`src/rtl/u109_pci_pkg.sv`:
```
// Shared definitions for the U109 PCI bridge target path: command codes,
// target FSM states, decode speed and the AD <-> local-bus byte lane helpers.
package u109_pci_pkg;

    localparam logic [7:0] WINDOW_BASE = 8'h00;
    localparam int         RETRY_LIMIT = 16;

    localparam logic [3:0] CMD_MEM_READ      = 4'b0110;
    localparam logic [3:0] CMD_MEM_WRITE     = 4'b0111;
    localparam logic [3:0] CMD_MEM_READ_MULT = 4'b1100;
    localparam logic [3:0] CMD_MEM_READ_LINE = 4'b1110;
    localparam logic [3:0] CMD_MEM_WRITE_INV = 4'b1111;

    // Medium decode: DEVSELn asserts on the 2nd edge after the address phase.
    localparam int DEVSEL_DELAY = 2;

    typedef enum logic [2:0] {
        ST_IDLE,
        ST_DECODE,
        ST_BUSY_OTHER,
        ST_WAIT_LOCAL,
        ST_DATA,
        ST_TURNAROUND
    } tgt_state_t;

    // Little-endian AD bus <-> big-endian local bus.
    function automatic logic [31:0] byte_swap(input logic [31:0] d);
        return {d[7:0], d[15:8], d[23:16], d[31:24]};
    endfunction

    // Active-low PCI byte enables to active-high local enables, lane order reversed.
    function automatic logic [3:0] be_from_cbe(input logic [3:0] cbe);
        return {~cbe[0], ~cbe[1], ~cbe[2], ~cbe[3]};
    endfunction

endpackage

```
`src/rtl/u109_target_decode.sv`:
```
// Window and command hit decode from the latched address-phase AD[31:24] and command.
module u109_target_decode (
    input  logic [7:0] addr_hi,
    input  logic [3:0] cmd,
    output logic       hit
);
    import u109_pci_pkg::*;

    logic cmd_ok;

    // Only memory-space commands that map onto a local longword access are claimed.
    always_comb begin
        cmd_ok = 1'b0;
        case (cmd)
            CMD_MEM_READ, CMD_MEM_WRITE, CMD_MEM_READ_MULT,
            CMD_MEM_READ_LINE, CMD_MEM_WRITE_INV: cmd_ok = 1'b1;
            default:                              cmd_ok = 1'b0;
        endcase
    end

    assign hit = cmd_ok && (addr_hi == WINDOW_BASE);

endmodule

```
`src/rtl/u109_pci_target.sv`:
```
// U109 PCI target responder: claims DMA cycles into the Amiga window, runs one
// local access per data phase and byte-swaps between AD and the local bus.
// Build option: define TARGET_BURST_EN for multi-phase bursts up to a 1 KB
// boundary; without it every transaction disconnects with data on phase one.
//
// state         | meaning
// --------------+-----------------------------------------------------------
// ST_IDLE       | waiting for an address phase on an idle bus
// ST_DECODE     | address latched, medium-decode delay before claiming
// ST_BUSY_OTHER | transaction not ours, wait for bus idle
// ST_WAIT_LOCAL | claimed, local access in flight (or waiting for write data)
// ST_DATA       | TRDYn and/or STOPn driven, waiting for completion / FRAMEn
// ST_TURNAROUND | controls driven high for one clock before release
module u109_pci_target (
    input  logic        CLK33,
    input  logic        RESETn,
    input  logic        FRAMEn,
    input  logic        IRDYn,
    input  logic [3:0]  CBE,
    input  logic [31:0] AD_IN,
    output logic        DEVSELn,
    output logic        TRDYn,
    output logic        STOPn,
    output logic        TGT_OE,
    output logic [31:0] AD_OUT,
    output logic        AD_OE,
    output logic        L_REQ,
    input  logic        L_ACK,
    output logic [29:0] L_ADDR,
    output logic        L_RnW,
    output logic [3:0]  L_BE,
    output logic [31:0] L_WDATA,
    input  logic [31:0] L_RDATA,
    output logic        TGT_BUSY
);
    import u109_pci_pkg::*;

`ifdef TARGET_BURST_EN
    localparam logic BURST_EN = 1'b1;
`else
    localparam logic BURST_EN = 1'b0;
`endif

    tgt_state_t  state, state_next;
    logic        bus_idle_q;
    logic [1:0]  ad_lo_q;
    logic [3:0]  cmd_q;
    logic [1:0]  dec_cnt;
    logic [4:0]  lat_cnt;
    logic        first_q;
    logic        hit;
    logic        ack_ok, complete, disc;
    logic        devsel_d, trdy_d, stop_d, tgt_oe_d, ad_oe_d, l_req_d, busy_d;
    logic        addr_load, addr_inc, wdata_load, be_load, rdata_load, first_set;

    u109_target_decode u_decode (
        .addr_hi (L_ADDR[29:22]),
        .cmd     (cmd_q),
        .hit     (hit)
    );

    // A late acknowledge after a retry finds L_REQ low and is dropped here.
    assign ack_ok   = L_ACK && L_REQ;
    assign complete = !IRDYn && !TRDYn;
    assign disc     = !BURST_EN || (L_ADDR[7:0] == 8'hFF) || (ad_lo_q != 2'b00);

    // Next-state and next values of the registered bus/local controls.
    always_comb begin
        state_next = state;
        devsel_d   = DEVSELn;
        trdy_d     = TRDYn;
        stop_d     = STOPn;
        tgt_oe_d   = TGT_OE;
        ad_oe_d    = AD_OE;
        l_req_d    = L_REQ;
        busy_d     = TGT_BUSY;
        addr_load  = 1'b0;
        addr_inc   = 1'b0;
        wdata_load = 1'b0;
        be_load    = 1'b0;
        rdata_load = 1'b0;
        first_set  = 1'b0;
        case (state)
            ST_IDLE: begin
                if (!FRAMEn && bus_idle_q) begin
                    addr_load  = 1'b1;
                    state_next = ST_DECODE;
                end
            end
            ST_DECODE: begin
                if (dec_cnt == 2'(DEVSEL_DELAY - 1)) begin
                    if (hit) begin
                        devsel_d   = 1'b0;
                        tgt_oe_d   = 1'b1;
                        busy_d     = 1'b1;
                        state_next = ST_WAIT_LOCAL;
                        if (L_RnW) begin
                            l_req_d = 1'b1;
                            be_load = 1'b1;
                        end
                    end else begin
                        state_next = ST_BUSY_OTHER;
                    end
                end
            end
            ST_BUSY_OTHER: begin
                if (FRAMEn && IRDYn) state_next = ST_IDLE;
            end
            ST_WAIT_LOCAL: begin
                if (ack_ok) begin
                    l_req_d    = 1'b0;
                    trdy_d     = 1'b0;
                    stop_d     = !disc;
                    first_set  = 1'b1;
                    state_next = ST_DATA;
                    if (L_RnW) begin
                        rdata_load = 1'b1;
                        ad_oe_d    = 1'b1;
                    end
                end else if (!first_q && lat_cnt == 5'(RETRY_LIMIT - 1)) begin
                    // Target retry: STOPn without TRDYn, local request cancelled.
                    l_req_d    = 1'b0;
                    stop_d     = 1'b0;
                    state_next = ST_DATA;
                end else if (!L_RnW && !L_REQ && !IRDYn) begin
                    l_req_d    = 1'b1;
                    wdata_load = 1'b1;
                end
            end
            ST_DATA: begin
                if (TRDYn) begin
                    // STOPn held without data until the initiator drops FRAMEn.
                    if (FRAMEn) begin
                        devsel_d   = 1'b1;
                        stop_d     = 1'b1;
                        state_next = ST_TURNAROUND;
                    end
                end else if (complete) begin
                    if (FRAMEn) begin
                        devsel_d   = 1'b1;
                        trdy_d     = 1'b1;
                        stop_d     = 1'b1;
                        state_next = ST_TURNAROUND;
                    end else if (!STOPn) begin
                        trdy_d = 1'b1;
                    end else begin
                        trdy_d     = 1'b1;
                        addr_inc   = 1'b1;
                        state_next = ST_WAIT_LOCAL;
                        if (L_RnW) begin
                            l_req_d = 1'b1;
                            be_load = 1'b1;
                        end
                    end
                end
            end
            ST_TURNAROUND: begin
                tgt_oe_d   = 1'b0;
                ad_oe_d    = 1'b0;
                busy_d     = 1'b0;
                state_next = ST_IDLE;
            end
            default: state_next = ST_IDLE;
        endcase
    end

    // State and registered control outputs.
    always_ff @(posedge CLK33 or negedge RESETn) begin
        if (!RESETn) begin
            state    <= ST_IDLE;
            DEVSELn  <= 1'b1;
            TRDYn    <= 1'b1;
            STOPn    <= 1'b1;
            TGT_OE   <= 1'b0;
            AD_OE    <= 1'b0;
            L_REQ    <= 1'b0;
            TGT_BUSY <= 1'b0;
        end else begin
            state    <= state_next;
            DEVSELn  <= devsel_d;
            TRDYn    <= trdy_d;
            STOPn    <= stop_d;
            TGT_OE   <= tgt_oe_d;
            AD_OE    <= ad_oe_d;
            L_REQ    <= l_req_d;
            TGT_BUSY <= busy_d;
        end
    end

    // Address/data latches, decode delay and first-data latency counter.
    always_ff @(posedge CLK33 or negedge RESETn) begin
        if (!RESETn) begin
            bus_idle_q <= 1'b1;
            L_ADDR     <= '0;
            ad_lo_q    <= '0;
            cmd_q      <= '0;
            L_RnW      <= 1'b1;
            L_WDATA    <= '0;
            L_BE       <= '0;
            AD_OUT     <= '0;
            dec_cnt    <= '0;
            lat_cnt    <= '0;
            first_q    <= 1'b0;
        end else begin
            bus_idle_q <= FRAMEn && IRDYn;
            if (addr_load) begin
                L_ADDR  <= AD_IN[31:2];
                ad_lo_q <= AD_IN[1:0];
                cmd_q   <= CBE;
                L_RnW   <= ~CBE[0];
            end else if (addr_inc) begin
                L_ADDR <= L_ADDR + 30'd1;
            end
            if (wdata_load) begin
                L_WDATA <= byte_swap(AD_IN);
                L_BE    <= be_from_cbe(CBE);
            end else if (be_load) begin
                L_BE <= be_from_cbe(CBE);
            end
            if (rdata_load) AD_OUT <= byte_swap(L_RDATA);
            dec_cnt <= (state == ST_DECODE) ? dec_cnt + 2'd1 : 2'd0;
            if (state == ST_IDLE)
                lat_cnt <= '0;
            else if (state == ST_WAIT_LOCAL && !first_q && !ack_ok)
                lat_cnt <= lat_cnt + 5'd1;
            if (state == ST_IDLE)
                first_q <= 1'b0;
            else if (first_set)
                first_q <= 1'b1;
        end
    end

endmodule

```
`config.mk`:
```
export PLATFORM = sky130hd
export DESIGN_NAME = u109_pci_target
export DESIGN_NICKNAME = d
export VERILOG_FILES = /design/src/rtl/u109_pci_pkg.sv /design/src/rtl/u109_target_decode.sv /design/src/rtl/u109_pci_target.sv
export SDC_FILE = /design/constraint.sdc
export NUM_CORES = 1
export LEC_CHECK = 0
export BUFFER_PORTS_ARGS = -buffer_cell sky130_fd_sc_hd__buf_2
export CAP_MARGIN = 30
export CORE_UTILIZATION = 25
export CTS_CLUSTER_DIAMETER = 50
export DETAILED_ROUTE_END_ITERATION = 8
export PLACE_DENSITY = 0.47
export SKIP_CTS_REPAIR_TIMING = 1
export SYNTH_ARGS = -nofsm -noshare
export SYNTH_HDL_FRONTEND = slang
export SYNTH_SLANG_ARGS = --single-unit
```
`constraint.sdc`:
```
create_clock -name CLK33 -period 3.55 [get_ports CLK33]
set_input_delay 0.355 -clock CLK33 [delete_from_list [all_inputs] [get_ports CLK33]]
set_output_delay 0.355 -clock CLK33 [all_outputs]
set_load 0.02 [all_outputs]
```
==> run_results.csv <==
group,metric,value,unit
grt,grt_max_degree,59,
pwr,switching_share,39.84,%
sta,tightest_slew,784.4,ps
sta,rsz0062_at_grt,"false",
sta,skew,8.510,ps
run_status,run_status,"complete, no violations",
pwr,p_seq_share,39.5,%
critical_path,rr_worst_depth,6,
routing,postRouteAntennaNets,0,
place,place_congestion,0.7731,
finish,diodes,0,
critical_path,r2r-start,"state[2]",
synth,synth_edf_count,0,
floorplanning,num_io_pins,179,
place,port_buffers,178,
floorplanning,start_util,25.45,%
routing,viasPerCell,4.748,
routing,dr.pass1.iters,5,
grt,grt_usage,14.02,%
synth,yosysUniqueCellTypes,52,
routing,wire_per_inst,16.14,um
grt,grt_overflow,0,
finish,area_growth,31.72,%
clocking,path_clk_slew,60,ps
finish,final_common_cell,"buf_2",
synth,ys_async_sr_fraction,100.0,%
clocking,cts_max_level,4,
critical_path,critPathArrivalTime,2740,ps
place,pre_cts_ws,1132,ps
clocking,clk_latency,420,ps
synth,seq_area_frac_synth,54.63,%
routing,drc,0,
sta,hold_violations,0,
critical_path,endpoint,"L_ADDR[4]",
synth,syn-num-nets,578,
finish,finish.utilization,33.52,%
critical_path,crit_required,3850,ps
floorplanning,die_y,151.1,um
synth,ys_seq_elements,121,
finish,layout.cells.non_filler,973,
sta,holdWs,13.89,ps
finish,drive_gt1_share,43.00,%
flow_run,drv_cap,0,
synth,yosysWarningCount,0,
pwr,clkPwrFrac,24.7,%
pwr,leakage,3.507,nW
pwr,power_frac_comb,35.8,%
pwr,p_int,3.876,mW
place,post-dp-hpwl,11390,um
place,dp.cells,942,
sta,finalSetupTns,0,ps
floorplanning,dieArea,22820,um2
synth,syn_area,5554,um2
grt,grt_pass1_vias,4488,
sta,setup_viol,0,
critical_path,critical_path_class,"register to register",
routing,vias,4620,
sta,slew_headroom,47.70,%
pwr,powerDensity,880.7,nW/um2
pwr,p_sw,2.567,mW
routing,detailedRoute.firstIterationViolations,250,
finish,final_cell_mix,"buf_2 (177), dfrtp_1 (116), mux2_2 (65), nand2_1 (54), nand3_1 (31)",
min_path,hold_class,"input pin to asynchronous set/reset pin",
clocking,numCtsBuffers,17,
pwr,totalPowerFinal,6.443,mW
critical_path,r2r_end,"L_ADDR[4]",
synth,synth_flop_cell,"dfrtp_1",
critical_path,ff2ff_setup_slack,1100,ps
critical_path,start_kind,"register",
clocking,cts_sinks,121,
sta,period_share,68.91,%
synth,synthCells,501,
critical_path,startpoint,"state[2]",
finish,fill_cells,2240,
sta,period_minus_slack,2446,ps
routing,drt_wl_total,15700,um
grt,antenna_found_initial,1,
clocking,tritoncts,"built",
floorplanning,rows,54,
synth,syn_area_per_cell,11.09,um2
finish,fin_nets,758,
clocking,clockRootBuffer,"clkbuf_16",
floorplanning,die_w,151.1,um
critical_path,cp-end-kind,"register",
clocking,cts_max_path_buffers,2,
pwr,vdd_drop_max,322.0,uV
place,dpl_cell_area,6778,um2
grt,grt_pass1_wl,24310,um
critical_path,worstPathMaxFanout,21,
finish,design_area,7316,um2
sta,drv_slew,0,
floorplanning,core,21820,um2
sta,setup_slack,1104,ps
sta,fmax,408.8,MHz
## cells in the mapped netlist (6+ instances only)
cell,number,area (um2)
nand2_1,54,202.7
o211ai_1,8,60.06
dfrtp_1,116,2903
a21oi_1,14,70.07
o21ai_0,23,115.1
a22oi_1,6,45.04
nand4_1,11,68.82
or3_1,8,50.05
nor3_1,8,40.04
a31oi_1,9,56.30
clkbuf_1,9,33.78
buf_2,14,70.07
nand3_1,31,155.2
mux2_2,65,732.0
nor2_1,30,112.6
inv_1,16,60.06
## worst min path at each step
stage | slack [ps] | startpoint | cells after the start | end
2_1_floorplan | 60 | RESETn | 0 | AD_OE
3_3_place_gp | 420 | dec_cnt[0] | 1 | dec_cnt[0]
3_5_place_dp | 440 | dec_cnt[0] | 1 | dec_cnt[0]
4_1_cts | 50 | RESETn | 1 | L_WDATA[30]
5_1_grt | 80 | RESETn | 1 | L_WDATA[8]
6_report | 10 | RESETn | 1 | L_WDATA[9]
## per-layer routing
metal | global-route usage [%] | vias to the layer above | routed length, um
met3 | 4.036 | 15 | 987
li1 | - | 2183 | -
met5 | 0 | - | 8
met2 | 21.83 | 134 | 7538
met4 | 5.000 | 2 | 227
met1 | 18.43 | 2286 | 6942
## flip-flops by register name, indices dropped and copies added, names as in the netlist
signal,count
AD_OUT,32
L_WDATA,32
L_ADDR,30
lat_cnt,5
L_BE,4
cmd_q,4
state,3
dec_cnt,2
AD_OE,1
DEVSELn,1
L_REQ,1
L_RnW,1
STOPn,1
TGT_BUSY,1
TRDYn,1
bus_idle_q,1
first_q,1
## layout make-up
class	count	area, um2	share of cell area [%]
clock inverters	10	77.57	1.060
inverters	16	60.06	0.8209
repair buffers	187	960.9	13.13
multi-input cells	338	2372	32.43
clock buffers	21	460.4	6.294
well taps	280	350.3	4.789
flip-flops and latches	121	3034	41.47
## power groups by stage
stage	combinational, mW	sequential (mW)	clock (mW)
after global placement	2.32	2.54	0
after floorplan	0.900	3.05	0
after global routing	2.50	2.65	1.71
final	2.30	2.55	1.59
after CTS	2.35	2.55	1.64
after detailed placement	2.34	2.56	0
## critical path: stages (launching register included)
cell and delay (ps):
dfrtp_1 580, nor3b_2 370, and4b_1 580, nor2_1 110
buf_4 230, a21o_1 170, a221o_1 290
## kinds of logic (layout without fill, tap and decap cells)
group           count (synthesis)  count (layout)  share of synthesized area, %
mux                            70              70                         14.08
fa+ha+maj                       4               4                        0.9011
flops                         121             121                         54.63
compound gates                 80              80                         9.417
simple gates                  176             176                         16.49
xor+xnor                        8               8                         1.262
buf+inv                        42             234                         3.222
Note: power is estimated with default switching activity, not from simulation.
